`config.mk`:
```
export PLATFORM = sky130hd
export DESIGN_NAME = bcd_window_scroller
export DESIGN_NICKNAME = d
export VERILOG_FILES = /design/src/rtl/bcd_window_scroller.sv
export SDC_FILE = /design/constraint.sdc
export NUM_CORES = 1
export LEC_CHECK = 0
export CORE_MARGIN = 2
export CORE_UTILIZATION = 42
export CTS_CLUSTER_SIZE = 10
export DETAILED_ROUTE_END_ITERATION = 8
export HOLD_SLACK_MARGIN = 0.15
export PLACE_DENSITY = 0.76
export SETUP_SLACK_MARGIN = 0.3
export SLEW_MARGIN = 20
export SYNTH_ARGS = -nofsm -noshare
export SYNTH_HDL_FRONTEND = slang
export SYNTH_SLANG_ARGS = --single-unit
```
`constraint.sdc`:
```
create_clock -name clk -period 2.2 [get_ports clk]
set_clock_uncertainty 0.05 [all_clocks]
set_input_delay 0.33 -clock clk [delete_from_list [all_inputs] [get_ports clk]]
set_output_delay 0.33 -clock clk [all_outputs]
set_load 0.005 [all_outputs]
```
`src/rtl/bcd_window_scroller.sv`:
```
// Purpose : selects a WIN_DIGITS-wide window of an N-digit BCD value; two debounced
//           push-buttons scroll the window one digit per press, saturating or wrapping.
// Latency : raw button high from sample edge k -> offset moves at edge k+1+DEBOUNCE_CYCLES;
//           window and limit flags are combinational from bcd and the registered offset.
// Backpressure: none; a held button yields one event, and simultaneous events cancel.
//
// Ports:
//   clk, rst_n           clock, async active-low reset
//   bcd                  NUM_DIGITS packed BCD digits, digit 0 in [3:0]
//   btn_left/btn_right   raw async buttons (left = toward more significant digits)
//   wrap_en              1 = wrap at the ends, 0 = saturate
//   window               digits offset .. offset+WIN_DIGITS-1
//   offset               registered window offset
//   at_left_limit        offset == NUM_DIGITS-WIN_DIGITS
//   at_right_limit       offset == 0
module bcd_window_scroller #(
  parameter int NUM_DIGITS      = 5,
  parameter int WIN_DIGITS      = 3,
  parameter int DEBOUNCE_CYCLES = 16,
  localparam int MAX_OFS = NUM_DIGITS - WIN_DIGITS,
  localparam int OFS_W   = (MAX_OFS > 0) ? $clog2(MAX_OFS + 1) : 1
) (
  input  logic                    clk,
  input  logic                    rst_n,
  input  logic [4*NUM_DIGITS-1:0] bcd,
  input  logic                    btn_left,
  input  logic                    btn_right,
  input  logic                    wrap_en,
  output logic [4*WIN_DIGITS-1:0] window,
  output logic [OFS_W-1:0]        offset,
  output logic                    at_left_limit,
  output logic                    at_right_limit
);

  localparam int CNT_W = (DEBOUNCE_CYCLES > 1) ? $clog2(DEBOUNCE_CYCLES) : 1;
  localparam int IDX_W = $clog2(4 * NUM_DIGITS) + 1;
  localparam logic [CNT_W-1:0] CNT_LAST = CNT_W'(DEBOUNCE_CYCLES - 1);
  localparam logic [OFS_W-1:0] MAX_O    = OFS_W'(MAX_OFS);

  // Index 0 = left button, index 1 = right button.
  logic [1:0]       raw;
  logic [1:0]       s1;
  logic [1:0]       s2;
  logic [1:0]       deb;
  logic [CNT_W-1:0] cnt [2];
  logic [1:0]       rise;
  logic [IDX_W-1:0] idx;

  assign raw = {btn_right, btn_left};

  // A press is the edge on which the debounced level is about to flip 0 -> 1,
  // so the offset update lands on the same edge as the deb change.
  always_comb begin
    for (int i = 0; i < 2; i++) begin
      rise[i] = !deb[i] && s2[i] && (cnt[i] == CNT_LAST);
    end
  end

  always_ff @(posedge clk or negedge rst_n) begin
    if (!rst_n) begin
      s1  <= '0;
      s2  <= '0;
      deb <= '0;
      for (int i = 0; i < 2; i++) begin
        cnt[i] <= '0;
      end
    end else begin
      s1 <= raw;
      s2 <= s1;
      for (int i = 0; i < 2; i++) begin
        if (s2[i] == deb[i]) begin
          // Any return to the accepted level restarts the stability count.
          cnt[i] <= '0;
        end else if (cnt[i] == CNT_LAST) begin
          deb[i] <= s2[i];
          cnt[i] <= '0;
        end else begin
          cnt[i] <= cnt[i] + CNT_W'(1);
        end
      end
    end
  end

  always_ff @(posedge clk or negedge rst_n) begin
    if (!rst_n) begin
      offset <= '0;
    end else if (MAX_OFS > 0) begin
      if (rise[0] && !rise[1]) begin
        if (offset == MAX_O) begin
          offset <= wrap_en ? '0 : MAX_O;
        end else begin
          offset <= offset + OFS_W'(1);
        end
      end else if (rise[1] && !rise[0]) begin
        if (offset == '0) begin
          offset <= wrap_en ? MAX_O : '0;
        end else begin
          offset <= offset - OFS_W'(1);
        end
      end
    end
  end

  // Digit offset scaled to a bit index (4 bits per digit).
  assign idx            = IDX_W'({offset, 2'b00});
  assign window         = bcd[idx +: 4*WIN_DIGITS];
  assign at_left_limit  = (offset == MAX_O);
  assign at_right_limit = (offset == '0);

endmodule

```
**Word level (Yosys, flattened, before mapping)**

Cells that the tools add are included.

- Memories: 0
- Register bits: 16
- Bits in writable memories: 0
- Input port bits: 25
- Latch bits: 0
- Output and inout port bits: 16
- ROM bits: 0

- Shifts and indexed selects: 1
- Multiplexer cells: 10
- Eq/ne operators: 5
- Multipliers: 0
- Order comparisons: 0
- Div/mod/pow operators: 0
- Bitwise logic cells: 2
- Reductions and logical operators: 14
- Add/sub/neg operators: 4

Operator list:

| cell | number |
|---|---|
| $shiftx A20 B5 Y12 | 1 |
| $mux W4 | 4 |
| $mux W2 | 6 |
| $add A4 B1 Y4 const B | 2 |
| $eq A4 B4 Y1 const B | 2 |
| $logic_and A1 B1 Y1 | 6 |
| $logic_not A1 Y1 | 4 |
| $reduce_and A2 Y1 | 2 |
| $add A2 B1 Y2 const B | 1 |
| $eq A1 B1 Y1 | 2 |
| $eq A2 B2 Y1 const B | 1 |
| $logic_not A2 Y1 | 1 |
| $not A1 Y1 | 2 |
| $reduce_bool A2 Y1 | 1 |
| $sub A2 B1 Y2 const B | 1 |

**Depth between registers and ports, before layout**

Gate-level depths: netlist of the first run.

- Word-level depth: 7
- Depth in mapped cells: 8
- Gate-level depth less buffers: 8

**Worst setup path after synthesis of the first run**

No wires, ideal clock.

- Path kind: register -> register
- From: register cnt[4] (netlist name)
- To: register offset[1]
- Stages on the path, launching flop included: 8
- Slack: 291 ps
- Library setup time: 64 ps
- Clock period less this slack: 1909 ps
- Arrival: 1795 ps
- Path through: dfrtp_1 > ha_1 > nand3_1 > nor2_1 > ha_1 > or4b_1 > a21oi_1 > a221o_2

- Word-level cells in the longest chain between the ends: 5

RTL lines:

| what | line | text |
|---|---|---|
| start: declaration | 45 | `logic [CNT_W-1:0] cnt [2];` |
| start signal: indexed assignment | 78 | `cnt[i] <= cnt[i] + CNT_W'(1);` |
| $eq A4 B4 Y1 (*) | 55 | `rise[i] = !deb[i] && s2[i] && (cnt[i] == CNT_LAST);` |
| $logic_and A1 B1 Y1 (*) | 55 |  |
| $logic_not A1 Y1 | 94 | `end else if (rise[1] && !rise[0]) begin` |
| $logic_and A1 B1 Y1 | 94 |  |
| $reduce_bool A2 Y1 (no line) | - |  |
| end signal: assignment | 92 | `offset <= offset + OFS_W'(1);` |
| end signal: assignment | 96 | `offset <= wrap_en ? MAX_O : '0;` |
| end signal: assignment | 98 | `offset <= offset - OFS_W'(1);` |
| end: declaration | 30 | `output logic [OFS_W-1:0] offset,` |

Every way passes the cells marked *; elsewhere a longest branch is shown, timed or not.
A chain may end at the register's enable or synchronous reset.

**Worst setup path after layout of the first run**

- From: register offset[1]
- To: output window[4]

- Word-level cells in the longest chain between the ends: 1

RTL lines:

| what | line | text |
|---|---|---|
| start signal: assignment | 90 | `offset <= wrap_en ? '0 : MAX_O;` |
| start signal: assignment | 92 |  |
| start signal: assignment | 96 |  |
| $shiftx A20 B5 Y12 | 106 | `assign window = bcd[idx +: 4*WIN_DIGITS];` |
| end: declaration | 29 | `output logic [4*WIN_DIGITS-1:0] window,` |

Every way passes these cells.

==> run metrics, run 1 <==
post-layout util between 70% and 80%; area grow syn2layout 68.2%; Fillers roughly 150; Worst Hold Class flip-flop to flip-flop; Post-DP HPWL around 1700 um; Pleak 0.000715 uW; total CTS buffers 3; Hold Violations, Final 0; die span in x around 53 um; Yosys reg bits 16; R2R Setup Slk about 0.36 ns; dpl cells 163; Slew Viols, Final 0; slowest CP cell dfrtp_2; CTS clk-pin slew, worst paths roughly 0.090 ns; Largest delay share family, worst path buffers and inverters; Critical Path Stages 7; crit start category flip-flop; vias in the first global route about 900; end of the critical path window[4]; Reg2Reg Depth 7; clk_lat worst skew roughly 0.28 ns; PortBufs 40; syn_nets 126; Worst Path Required 1.82 ns; GRT Util Overall a little under a fifth; Most Frequent Cell on Critical Path buf_6; CTS Buffer Depth 2; fin crit share between 80% and 90%; Synth Cell Area ~0.001 sq mm; die area approximately 0.0028 sq mm; R2R Path End offset[1]; # DRC 0; Antenna Violating Nets Remaining 0; placer's final routability congestion estimate between 0.7 and 0.8; WP data arrival around 1.5 ns; setup-violating endpoint count in the final report 0; YS warnings 0; crit path time final roughly 1.9 ns; 1st-iter DRT viols 7; FP Rows 17; CTS tree yes; worst-path cell chain buf_6 > buf_6 > buf_6 > nor2b_1 > a211oi_2 > a21oi_2 > buf_2; critical path launch point offset[1]; # clock sinks 16; I/O pin count 41; r2r startpoint cnt[5]; syn avg cell area approximately 10 sq um; core area around 0.0022 sq mm; CTS root buf clkbuf_4; fmax roughly 520 MHz; sequential area share after synthesis about two fifths; total grt overflow 0; instance count of the mapped netlist 96; Slew Limit Headroom between 50% and 60%; initial antenna violation count 0; Power Density ~400 mW/mm^2; Post-Route Setup TNS 0 ns; largest net degree at the start of global routing 19; worst-margin pin slew approximately 0.67 ns; Starting Density 44.9%; First-pass DRT Iterations 4; Placed Area 0.00144 sq mm; DR vias between 900 and 1,000; final wirelength around 2500 um; CTS HTree Levels 1; hold_buf cts 0; Critical Path End Type primary output; via/cell ratio roughly 5.3; Netlist cell types 28; first-pass GRT wire length 3660 um; Bufs and invs on worst path 4; CP peak stage delay around 0.45 ns; die height about 53 um; Non-Filler Instances around 190; design area 0.00169 sq mm; outcome completed; CP Max Fanout 4; VDD IR max approximately 0.39 mV; Max Cap Viol 0; n_diodes 0; wire per inst approximately 14 um; layout cells sized above 1 around 41%; RSZ-0062 raised after global routing true; Final nets between 150 and 200; Crit Path Class flip-flop to primary output
==> through the flow <==
step                worst slack (ns)  hold slack [ns]  total power, uW
finish                         0.288            0.318              694
global route                   0.220            0.336              732
CTS                           0.0883            0.321              690
detailed placement            0.0795            0.298              485
global placement               0.118            0.285              481
floorplan                      0.329          -0.0156              385
==> cells by family (layout without fill, tap and decap cells) <==
family	count (synthesis)	in the layout	synth area share, %
muxes	11	11	17.1
and+or+nand+nor	29	29	16.4
AOI/OAI and AO/OA	21	21	12.5
adders and majority gates	5	5	6.24
xor gates and xnor gates	3	3	2.62
buffers and inverters	11	72	5.24
DFF	16	16	39.9
==> flip-flops by register name, indices dropped and copies added (netlist names) <==
name,flops
cnt,8
deb,2
offset,2
s1,2
s2,2
==> repair_timing <==
| action | in CTS | in global routing |
|---|---|---|
| endpoints found under the setup margin | 17 | 13 |
| buffers inserted | 12 | 6 |
| gates resized for setup | 43 | 33 |
| pin swaps | 2 | 3 |
==> metal layers <==
metal / global-route usage, % / share of wire (%) / wire length, um / vias up
li1: - / - / - / 468
met1: 18.0 / 39 / 991 / 464
met2: 35.0 / 49 / 1240 / 39
met3: 4.24 / 10 / 255 / 5
met4: 7.69 / 1.4 / 34 / 0
met5: 0 / 0 / 0 / -
==> synthesized netlist by cell type <==
master	n	area, sq um
a211oi_1	4	30.0
a21o_1	1	7.51
a21oi_1	9	45.0
a221o_2	1	11.3
and2b_1	1	7.51
buf_2	3	15.0
buf_6	1	11.3
clkbuf_1	2	7.51
dfrtp_1	16	400
ha_1	5	62.6
inv_1	5	18.8
mux2_2	3	33.8
mux2i_1	4	40.0
mux4_1	2	52.6
mux4_2	2	45.0
nand2_1	4	15.0
nand3_1	2	10.0
nand3b_1	1	7.51
nand4_1	1	6.26
nand4b_1	2	17.5
nor2_1	7	26.3
nor2b_1	7	43.8
nor3_1	1	5.00
nor3b_1	2	15.0
o21ai_0	5	25.0
o22ai_1	1	6.26
or4b_1	1	10.0
xnor2_1	3	26.3
==> where the power goes <==
group / switching, uW / internal [uW] / leakage (uW)
combinational: 68.3 / 119 / 0.000490
sequential: 12.3 / 308 / 0.000204
clock: 85.4 / 101 / 0.0000210
total: 166 / 528 / 0.000715
==> worst min path at each step <==
stage	start	cells past startpoint	to	slack, ns
finish	s1[1]	0	s2[1]	0.32
global route	s1[1]	0	s2[1]	0.34
CTS	s1[1]	0	s2[1]	0.32
detailed placement	s1[0]	0	s2[0]	0.30
global placement	s1[0]	0	s2[0]	0.29
floorplan	rst_n	0	cnt[0]	-0.02
==> layout by cell type (no fill, tap or decap), types with 2 or more instances in the layout <==
| cell type | netlist | routed |
|---|---|---|
| mux2i_2 | 0 | 2 |
| buf_6 | 1 | 8 |
| nor3b_1 | 2 | 2 |
| nor2b_1 | 7 | 5 |
| dfrtp_1 | 16 | 14 |
| ha_1 | 5 | 2 |
| clkdlybuf4s50_1 | 0 | 25 |
| nor2_1 | 7 | 6 |
| nand4b_1 | 2 | 2 |
| a211oi_2 | 0 | 3 |
| mux4_2 | 2 | 4 |
| ha_4 | 0 | 2 |
| a21oi_1 | 9 | 7 |
| nand2_1 | 4 | 4 |
| inv_1 | 5 | 5 |
| clkbuf_4 | 0 | 3 |
| buf_2 | 3 | 4 |
| clkbuf_2 | 0 | 7 |
| mux2_2 | 3 | 3 |
| dlygate4sd2_1 | 0 | 3 |
| xnor2_1 | 3 | 3 |
| o21ai_0 | 5 | 4 |
| a21oi_2 | 0 | 2 |
| buf_4 | 0 | 15 |
| dfrtp_2 | 0 | 2 |
==> cell type report <==
class                      count  area [sq um]  area share [%]
sequential                    16           403            23.9
multi-input combinational     69           646            38.3
inverter                       5          18.8            1.11
tap                           28          35.0            2.08
clock buffer                   4          36.3            2.15
timing repair buffer          63           547            32.4
No activity file was read; power rests on OpenSTA's default activity.
==> inputs of run 2 (changes only) <==
--- a/config.mk
+++ b/config.mk
@@ -12,6 +12,7 @@
 export HOLD_SLACK_MARGIN = 0.15
 export PLACE_DENSITY = 0.76
 export SETUP_SLACK_MARGIN = 0.3
+export SKIP_CTS_REPAIR_TIMING = 1
 export SLEW_MARGIN = 20
 export SYNTH_ARGS = -nofsm -noshare
 export SYNTH_HDL_FRONTEND = slang
==> run metrics, run 2 (synthesis gave the netlist of run 1 again) <==
outcome completed; RSZ-0062 raised after global routing true; setup-violating endpoint count in the final report 0; placer's final routability congestion estimate 0.706; total CTS buffers 3; clk_lat worst skew about 0.28 ns; Final nets roughly 180; Worst Hold Class flip-flop to flip-flop; CP Max Fanout 4; wire per inst around 13 um; Slew Viols, Final 0; most frequent cells in the layout 26 x clkdlybuf4s50_1, 14 x dfrtp_1, 13 x dlymetal6s2s_1; Worst Path Required 1.82 ns; max reg flops 8; Starting Density between 40% and 50%; first-pass GRT wire length roughly 3200 um; VDD IR max between 0.4 and 0.5 mV; # clock sinks 16; Antenna Violating Nets Remaining 0; layout cells sized above 1 22.8%; WHS ~0.32 ns; crit path time final approximately 1.9 ns; Slew Limit Headroom a little under three fifths; CTS clk-pin slew, worst paths approximately 0.090 ns; Critical Path End Type primary output; initial antenna violation count 0; design area roughly 0.0016 sq mm; CTS tree yes; largest net degree at the start of global routing 19; 1st-iter DRT viols 7; Hold Violations, Final 0; Fillers around 160; fmax between 500 and 600 MHz; crit start category flip-flop; Reg2Reg Depth 7; CTS HTree Levels 1; # DRC 0; commonest non-fill, non-tap cell in the layout clkdlybuf4s50_1; fin crit share a little under nine tenths; Hold Path Depth 0; PortBufs 40; Tot Pwr around 670 uW; Crit Path Class flip-flop to primary output; Top reg by flops cnt; die area approximately 0.0028 sq mm; Power Density 416 mW/mm^2; total grt overflow 0; CTS root buf clkbuf_4; via/cell ratio 5.33; FP Rows 17; core area between 0.002 and 0.0025 sq mm; Pleak ~0.00076 uW; vias in the first global route around 810; WP data arrival about 1.5 ns; First-pass DRT Iterations 4; DR vias 922; I/O pin count 41; die height approximately 53 um; n_diodes 0; CTS Buffer Depth 2; Placed Area between 0.001 and 0.0015 sq mm; Post-DP HPWL between 1500 and 2000 um; area grow syn2layout 61.8%; final wirelength about 2300 um; die span in x ~53 um; Max Cap Viol 0; GRT Util Overall roughly 16%; worst-margin pin slew 0.666 ns
run 2: cell types whose count changed in the layout (fill, tap and decap cells not counted), moves of 3 or more:
cell	change
a211oi_1	+3
a211oi_2	-3
buf_2	-3
buf_4	-6
buf_6	-6
clkbuf_2	-7
dlygate4sd2_1	-3
dlymetal6s2s_1	+12
run 2: per-stage QoR:
stage	TNS (ns)	utilization, %	worst slack, ns	cells
after floorplan	0	-	0.329	96
after global placement	0	64.6	0.118	163
after detailed placement	0	64.6	0.0795	163
after CTS	-0.227	66.3	-0.102	167
after global routing	0	72.6	0.226	173
final	0	72.6	0.302	173
run 2: final cells by class:
cell class / count / area (sq um) / share of cell area [%]
repair buffers: 51 / 518 / 31.9
flip-flops and latches: 16 / 403 / 24.8
multi-input cells: 69 / 611 / 37.7
inverters: 5 / 18.8 / 1.16
clock buffers: 4 / 36.3 / 2.24
well taps: 28 / 35.0 / 2.16
run 2: power by group:
part           internal, uW  total (uW)  switching (uW)
clock network           101         188            87.1
logic                   109         165            55.8
registers               308         321            13.5
run 2: per-layer routing:
| layer | wire length (um) | share of wire, % | vias to the layer above | GRT usage [%] |
|---|---|---|---|---|
| met5 | 0 | 0 | - | 0 |
| met1 | 869 | 39 | 431 | 16.9 |
| li1 | - | - | 446 | - |
| met2 | 1080 | 48 | 41 | 29.0 |
| met4 | 25 | 1.1 | 0 | 7.69 |
| met3 | 276 | 12 | 4 | 3.95 |
run 2: final timing paths:
check,startpoint,endpoint,slack [ns]
setup / recovery,offset[1],window[1],0.30
hold / removal,s1[1],s2[1],0.32
setup reg to reg,cnt[4],offset[1],0.30
hold reg to reg,s1[1],s2[1],0.32
max in group asynchronous,rst_n,offset[0],1.24
min in group asynchronous,rst_n,cnt[3],0.40
run 2: worst max-delay path: stages (launching register included):
cell and delay (ns):
dfrtp_2 0.38, buf_4 0.14, mux4_1 0.54, dlymetal6s2s_1 0.17
